`src/rtl/branch_predictor_pkg.sv`:
```
// branch_predictor_pkg: shared predictor sizes, 2-bit counter encodings and counter update helper
package branch_predictor_pkg;
  localparam int BHT_BITS_DEF = 6;
  localparam int BTB_BITS_DEF = 4;
  typedef enum logic [1:0] {
    CTR_SNT = 2'b00,
    CTR_WNT = 2'b01,
    CTR_WT  = 2'b10,
    CTR_ST  = 2'b11
  } ctr_t;
  function automatic ctr_t ctr_next(ctr_t c, logic taken);
    return taken ? (c == CTR_ST ? CTR_ST : ctr_t'(c + 2'd1)) : (c == CTR_SNT ? CTR_SNT : ctr_t'(c - 2'd1));
  endfunction
endpackage

```
`src/rtl/branch_target_buffer.sv`:
```
// branch_target_buffer: direct-mapped tagged target cache with combinational lookup and registered write
module branch_target_buffer
  import branch_predictor_pkg::*;
#(
  parameter int BTB_BITS = BTB_BITS_DEF
) (
  input  logic        Clock,
  input  logic        Reset,
  input  logic [31:2] rd_pc,
  output logic        hit,
  output logic [31:0] rd_target,
  input  logic        wr_en,
  input  logic [31:2] wr_pc,
  input  logic [31:0] wr_target
);
  localparam int N  = 1 << BTB_BITS;
  localparam int TW = 30 - BTB_BITS;
  logic [N-1:0]        valid_q, valid_d;
  logic [TW-1:0]       tag_q [N];
  logic [TW-1:0]       tag_d [N];
  logic [31:0]         tgt_q [N];
  logic [31:0]         tgt_d [N];
  logic [BTB_BITS-1:0] rd_idx, wr_idx;
  assign rd_idx    = rd_pc[BTB_BITS+1:2];
  assign wr_idx    = wr_pc[BTB_BITS+1:2];
  assign hit       = valid_q[rd_idx] && tag_q[rd_idx] == rd_pc[31:BTB_BITS+2];
  assign rd_target = tgt_q[rd_idx];
  // install the resolved taken branch into its slot, replacing any alias
  always_comb begin
    valid_d = valid_q;
    tag_d   = tag_q;
    tgt_d   = tgt_q;
    if (wr_en) begin
      valid_d[wr_idx] = 1'b1;
      tag_d[wr_idx]   = wr_pc[31:BTB_BITS+2];
      tgt_d[wr_idx]   = wr_target;
    end
  end
  // only valid bits need reset; stale tags/targets are masked by valid
  always_ff @(posedge Clock) begin
    valid_q <= Reset ? '0 : valid_d;
    tag_q   <= tag_d;
    tgt_q   <= tgt_d;
  end
endmodule

```
`src/rtl/branch_predictor.sv`:
```
// branch_predictor: bimodal BHT + BTB fetch predictor with decode-stage resolution and flush
module branch_predictor
  import branch_predictor_pkg::*;
#(
  parameter int BHT_BITS = BHT_BITS_DEF,
  parameter int BTB_BITS = BTB_BITS_DEF
) (
  input  logic        Clock,
  input  logic        Reset,
  input  logic [31:0] IF_PC,
  output logic        PredTaken,
  output logic [31:0] PredTarget,
  input  logic        ID_Valid,
  input  logic [31:0] ID_PC,
  input  logic        ID_Taken,
  input  logic [31:0] ID_Target,
  input  logic        ID_PredTaken,
  input  logic [31:0] ID_PredTarget,
  output logic        Flush,
  output logic [31:0] RedirectPC,
  output logic [15:0] MispredictCount
);
  localparam int N = 1 << BHT_BITS;
  ctr_t                bht_q [N];
  ctr_t                bht_d [N];
  logic                flush_q, flush_d;
  logic [31:0]         redirect_q, redirect_d;
  logic [15:0]         count_q, count_d;
  logic [BHT_BITS-1:0] if_idx, id_idx;
  logic                btb_hit, mispredict;
  logic [31:0]         btb_target;
  assign if_idx     = IF_PC[BHT_BITS+1:2];
  assign id_idx     = ID_PC[BHT_BITS+1:2];
  assign PredTaken  = btb_hit & bht_q[if_idx][1];
  assign PredTarget = btb_hit ? btb_target : IF_PC + 32'd4;
  assign mispredict = ID_Valid & ((ID_PredTaken != ID_Taken) | (ID_Taken & (ID_PredTarget != ID_Target)));
  assign Flush           = flush_q;
  assign RedirectPC      = redirect_q;
  assign MispredictCount = count_q;
  branch_target_buffer #(.BTB_BITS(BTB_BITS)) u_btb (
    .Clock    (Clock),
    .Reset    (Reset),
    .rd_pc    (IF_PC[31:2]),
    .hit      (btb_hit),
    .rd_target(btb_target),
    .wr_en    (ID_Valid & ID_Taken),
    .wr_pc    (ID_PC[31:2]),
    .wr_target(ID_Target)
  );
  // train the counter of the resolving branch and compute the recovery state
  always_comb begin
    bht_d = bht_q;
    if (ID_Valid) bht_d[id_idx] = ctr_next(bht_q[id_idx], ID_Taken);
    flush_d    = mispredict;
    redirect_d = mispredict ? (ID_Taken ? ID_Target : ID_PC + 32'd4) : redirect_q;
    count_d    = (mispredict && count_q != 16'hFFFF) ? count_q + 16'd1 : count_q;
  end
  // reset wins over any resolution arriving in the same cycle
  always_ff @(posedge Clock) begin
    if (Reset) begin
      bht_q      <= '{default: CTR_WNT};
      flush_q    <= 1'b0;
      redirect_q <= '0;
      count_q    <= '0;
    end else begin
      bht_q      <= bht_d;
      flush_q    <= flush_d;
      redirect_q <= redirect_d;
      count_q    <= count_d;
    end
  end
endmodule

```
`config.mk`:
```
export PLATFORM = sky130hd
export DESIGN_NAME = branch_predictor
export DESIGN_NICKNAME = d
export VERILOG_FILES = /design/src/rtl/branch_predictor_pkg.sv /design/src/rtl/branch_target_buffer.sv /design/src/rtl/branch_predictor.sv
export SDC_FILE = /design/constraint.sdc
export NUM_CORES = 2
export LEC_CHECK = 0
export BUFFER_PORTS_ARGS = -buffer_cell sky130_fd_sc_hd__clkbuf_2
export CORE_ASPECT_RATIO = 0.5
export CORE_MARGIN = 8
export CORE_UTILIZATION = 55
export CTS_CLUSTER_DIAMETER = 150
export DETAILED_ROUTE_END_ITERATION = 8
export GPL_TIMING_DRIVEN = 1
export PLACE_DENSITY = 0.8
export SYNTH_ARGS = -nofsm -noshare
export SYNTH_HDL_FRONTEND = slang
export SYNTH_SLANG_ARGS = --single-unit
```
`constraint.sdc`:
```
create_clock -name Clock -period 6.33 [get_ports Clock]
set_input_delay 0.3165 -clock Clock [delete_from_list [all_inputs] [get_ports Clock]]
set_output_delay 0.3165 -clock Clock [all_outputs]
set_load 0.005 [all_outputs]
```
## Word-level counts from Yosys, hierarchy flattened

Cells that the tools add are included.

| word-level totals | value |
|---|---|
| register bits | 1121 |
| input port bits | 133 |
| output and inout bits | 82 |
| word-level logic and storage cells | 165 |

| cells by class | value |
|---|---|
| bitwise operators | 10 |
| reductions and logical operators | 6 |
| magnitude comparators | 9 |
| muxes and demuxes | 30 |
| add/sub/neg operators | 5 |
| equal/unequal tests | 5 |

Operators by type and width:

| operator | number |
|---|---|
| $bwmux W512 | 1 |
| $bwmux W416 | 1 |
| $mux W32 | 5 |
| $bmux W32 S4 | 1 |
| $bwmux W128 | 1 |
| $demux W32 S4 | 1 |
| $bmux W26 S4 | 1 |
| $demux W26 S4 | 1 |
| $mux W26 | 3 |
| $add A32 B3 Y32 const B | 2 |
| $ne A32 B32 Y1 | 1 |
| $eq A26 B26 Y1 | 1 |
| $bmux W2 S6 | 2 |
| $add A16 B1 Y16 const B | 1 |
| $mux W2 | 8 |
| $ne A16 B16 Y1 const B | 1 |
| $or A16 B16 Y16 | 1 |
| $ge A7 B7 Y1 const B | 2 |
| $not A6 Y7 | 2 |
| $demux W2 S6 | 1 |
| $ge A5 B5 Y1 const B | 2 |
| $lt A4 B5 Y1 const B | 2 |
| $not A4 Y5 | 2 |
| $lt A7 B1 Y1 const B | 1 |
| 13 further kinds | 21 |

## Depth between registers and ports, before layout

| logic depth | value |
|---|---|
| depth in word-level cells | 8 |
| depth in mapped cells | 16 |
| depth with buffers taken out | 9 |

## Cells and area by module

A second synthesis with hierarchy kept.

| second synthesis, totals | value |
|---|---|
| cells, all modules | 2931 |
| area total of the unflattened synthesis | 47182.8 um2 |

Modules (own cells, without submodules):

| module | cells each | area an instance (um2) | sequential area each (um2) | times used |
|---|---|---|---|---|
| branch_target_buffer | 1590 | 36547.6 | 28187.0 | 1 |
| branch_predictor | 1341 | 10635.2 | 3543.4 | 1 |

## Worst setup path before layout

No wires, ideal clock.

| path | value |
|---|---|
| path type | input to register |
| start point | input port ID_PC[2] |
| end point | register u_btb.tag_q[390] (netlist name) (enable) |
| stages | 8 |
| library setup time | 0.547 ns |
| required time | 5.783 ns |
| arrival | 5.683 ns |
| slack | 0.100 ns |
| buffers on the path | 4 |
| cells stage by stage | clkbuf_1 > buf_1 > buf_2 > buf_2 > inv_1 > ha_1 > nand3_1 > nor3_1 |

RTL lines:

| element | line | RTL |
|---|---|---|
| start: declaration | branch_predictor.sv:14 | `input logic [31:0] ID_PC,` |
| end signal: assignment | branch_target_buffer.sv:42 | `tag_q <= tag_d;` |
| end: declaration | branch_target_buffer.sv:19 | `logic [TW-1:0] tag_q [N];` |

## Worst setup path in the final report

| path | value |
|---|---|
| start point | input port IF_PC[2] |
| end point | output port PredTarget[0] |

| between the ends | value |
|---|---|
| longest elaborated chain between the ends | 7 |
| elaborated cells between the ends (all ways) | 12 |
| classes of those cells | eq/ne (1); mux (9); bitwise (1); reduce/logical (1) |

Ends and longest elaborated chain:

| element | line | RTL |
|---|---|---|
| start: declaration | branch_predictor.sv:10 | `input logic [31:0] IF_PC,` |
| $not A4 Y5 (not written as such) | branch_target_buffer.sv:26, branch_target_buffer.sv:27 |  |
| $bmux W26 S4 | branch_target_buffer.sv:26 | `assign hit = valid_q[rd_idx] && tag_q[rd_idx] == rd_pc[31:BTB_BITS+2];` |
| $mux W26 (not written as such) (2 in a row) | branch_target_buffer.sv:26 |  |
| $eq A26 B26 Y1 | branch_target_buffer.sv:26 |  |
| $logic_and A1 B1 Y1 | branch_target_buffer.sv:26 |  |
| $mux W32 (*) | branch_predictor.sv:35 | `assign PredTarget = btb_hit ? btb_target : IF_PC + 32'd4;` |
| end: declaration | branch_predictor.sv:12 | `output logic [31:0] PredTarget,` |

Mark *: on every way between the ends. The rest lies on a longest branch, timed or not. The select of a mux whose other input is x is not followed.

==> flow_metrics.py <==
metrics = {
    "worst_setup_path": {
        "start_kind": "input port",
        "cp_max_fo": 67,
        "critPathKind": "input port to output port",
        "critPathRequiredTime_ns": 6.01,
        "crit_arrival_ns": 5.24,
        "endpoint_kind": "output port",
    },
    "yosys": {
        "synth-seq-cells": 1121,
        "synth_most_common_cell": "edfxtp_1",
        "synth_xor_area_share_pct": 2.290,
        "ys_seq_area_share_pct": 68.01,
        "synth.top_cells.by_count": "edfxtp_1 (928), mux4_2 (299), nor2_1 (208)",
        "synthAdderAreaFrac_pct": 0.1824,
        "async_flop_share_pct": 0,
        "yosysWarningCount": 0,
        "synthFlopType": "edfxtp_1",
        "netlist.area_leader.share_pct": 59.73,
        "synth-compound-area-share_pct": 3.350,
        "synth_top_family_by_area": "multiplexers",
        "avgSynthCellArea_um2": 16.84,
        "synth_edf_count": 928,
        "ys_types": 65,
        "synth_area_leaders": "edfxtp_1 (60%), mux4_2 (14%), dfxtp_1 (8.3%), mux2i_1 (1.8%), nor2_1 (1.7%)",
        "synth_top_cell_by_area": "edfxtp_1",
        "synth.mux.area_fraction_pct": 17.75,
        "yosys.area_share.simple_pct": 6.632,
        "synth_area_mm2": 0.04666,
        "synth_cells": 2771,
        "syn-num-nets": 2910,
    },
    "grt": {
        "grtUsageTotal_pct": 26.72,
        "grt_max_degree": 112,
        "grt_pass1_wl_um": 189200,
        "antenna_found_initial": 11,
        "grt.overflow.total": 0,
        "grt_pass1_vias": 28150,
    },
    "power_and_ir_drop": {
        "ir_drop_v": 0.0002382,
        "powerDensity_mw_per_mm2": 288.6,
        "p_total_w": 0.01502,
        "p_leak_nw": 16.97,
    },
    "drt": {
        "routedWlPerCell_um": 31.27,
        "drt-total-wl_um": 130100,
        "vias": 27760,
        "routed_via_density": 6.670,
        "drt_iter0_markers": 4461,
        "drc_errors": 0,
        "drt_pre_antenna_iters": 8,
        "ant_nets": 0,
    },
    "layout": {
        "syn_to_final_growth_pct": 11.56,
        "drive_gt1_share_pct": 25.50,
        "stdcell_count": 4162,
        "fin_nets": 3103,
        "ff_latch_area_mm2": 0.03173,
        "n_fill_cell": 5645,
        "multi_input_area_mm2": 0.01422,
    },
    "die": {
        "rows": 75,
        "die_h_um": 222.0,
        "die_area_mm2": 0.09497,
        "core_mm2": 0.08389,
        "ios": 215,
        "start_util_pct": 55.61,
        "die_x_um": 427.9,
    },
    "sta": {
        "finalWorstSetupSlack_ns": 0.7735,
        "setup_tns_ns": 0,
        "drv_slew": 0,
        "finalClockSkew_ns": 0.02860,
        "hold_viol": 0,
        "period_share_pct": 87.78,
        "max_slew_margin_pct": 6.425,
        "worstMarginPinSlew_ns": 1.393,
        "layout_min_cycle_time_ns": 5.557,
        "hold-worst-slack_ns": 0.09274,
        "max_freq_mhz": 180.0,
        "finalSetupViolations": 0,
        "rsz0062_at_grt": "no",
    },
    "placement": {
        "dpl.hpwl_um": 76320,
        "dp_slack_ns": 0.8705,
        "port_buffers": 214,
        "dp.cells": 3984,
        "gp_congestion": 0.8837,
    },
    "clocking": {
        "root_buffer": "clkbuf_16",
        "clock-sinks": 1121,
        "cts_resized": 0,
        "insertion_delay_ns": 0.67,
        "h-tree-depth": 3,
        "postCtsSetupRepairBufs": 0,
        "cts_tree": "yes",
        "cts_buffers": 94,
        "cts_max_path_buffers": 3,
        "clk_pin_slew_ns": 0.07,
        "hold_buffers": 0,
    },
    "run": {
        "cap_viol_max_count": 0,
    },
    "min_path": {
        "hp-class": "input port to register",
    },
    "outcome": {
        "status": "finished, final reports clean",
    },
}
layout make-up:
class | instances | area share (%)
tap | 1116 | 2.683
sequential | 1121 | 60.96
inverter | 17 | 0.1274
clock buffer | 122 | 4.959
multi-input combinational | 1469 | 27.32
antenna | 7 | 0.03365
timing repair buffer | 261 | 2.952
clock inverter | 49 | 0.9639
registers in the layout, indices dropped and copies added, names as in the netlist:
signal and flops:
u_btb.tgt_q 512, Flush 1, u_btb.valid_q 16, bht_q 128, MispredictCount 16, RedirectPC 32
u_btb.tag_q 416
critical path, cell delays in order:
cell      delay (ns)
buf_8           0.52
buf_4           0.51
mux4_2          0.58
a22oi_1         0.22
nand2_1         0.11
xnor2_1         0.26
nand4_1         0.14
or4_1           0.53
or4_2           1.26
mux2_1          0.53
clkbuf_2        0.12
through the flow:
| stage | utilization, % | instance area, um^2 |
|---|---|---|
| global placement | 58.35 | 48950 |
| finish | 62.04 | 52050 |
| detailed placement | 58.35 | 48950 |
| floorplan | - | 46660 |
| global route | 62.04 | 52050 |
| CTS | 62.02 | 52030 |
cells in the final DEF (no fill, tap or decap), types with 8 or more instances in the layout:
| master | count |
|---|---|
| a21oi_1 | 71 |
| a22oi_1 | 23 |
| and2_1 | 12 |
| and3_1 | 8 |
| buf_4 | 42 |
| clkbuf_1 | 19 |
| clkbuf_16 | 97 |
| clkbuf_2 | 210 |
| clkinv_1 | 16 |
| clkinv_2 | 13 |
| dfxtp_1 | 193 |
| edfxtp_1 | 928 |
| inv_1 | 14 |
| mux2_2 | 22 |
| mux2_4 | 29 |
| mux2i_1 | 83 |
| mux4_2 | 299 |
| nand2_1 | 154 |
| nand3_1 | 37 |
| nand3b_1 | 68 |
| nand4_1 | 27 |
| nor2_1 | 194 |
| nor2_4 | 14 |
| nor2b_1 | 9 |
| nor3_1 | 77 |
| nor4_1 | 15 |
| o21ai_0 | 103 |
| o22ai_1 | 10 |
| xnor2_1 | 67 |
| xor2_1 | 55 |
power by group:
group / internal [W] / total (W) / leakage [nW] / switching (W)
Sequential: 0.00807 / 0.00810 / 9.92 / 0.0000336
Combinational: 0.000385 / 0.00105 / 5.55 / 0.000660
Clock: 0.00319 / 0.00588 / 1.49 / 0.00268
kinds of logic after synthesis:
logic type / Yosys count
xor+xnor: 122
simple gates: 644
buf+inv: 181
mux: 436
compound gates: 260
flops: 1121
fa+ha+maj: 7
layer usage:
| layer | up-vias | routed length, um | global-route usage (%) |
|---|---|---|---|
| met3 | 410 | 14030 | 5.893 |
| met2 | 2042 | 61700 | 43.02 |
| met1 | 13950 | 44590 | 33.10 |
| met4 | 2 | 9821 | 16.71 |
| li1 | 11360 | - | - |
| met5 | - | 13 | 0 |
worst paths after layout:
path,startpoint,endpoint,slack (ns),cells past startpoint
max,IF_PC[2],PredTarget[0],0.77,11
min,ID_Target[12],u_btb.tgt_q[140],0.09,1
max reg2reg,bht_q[89],bht_q[116],2.99,9
min reg2reg,u_btb.valid_q[11],u_btb.valid_q[11],0.48,2
Power figures use the tool's default switching activity.
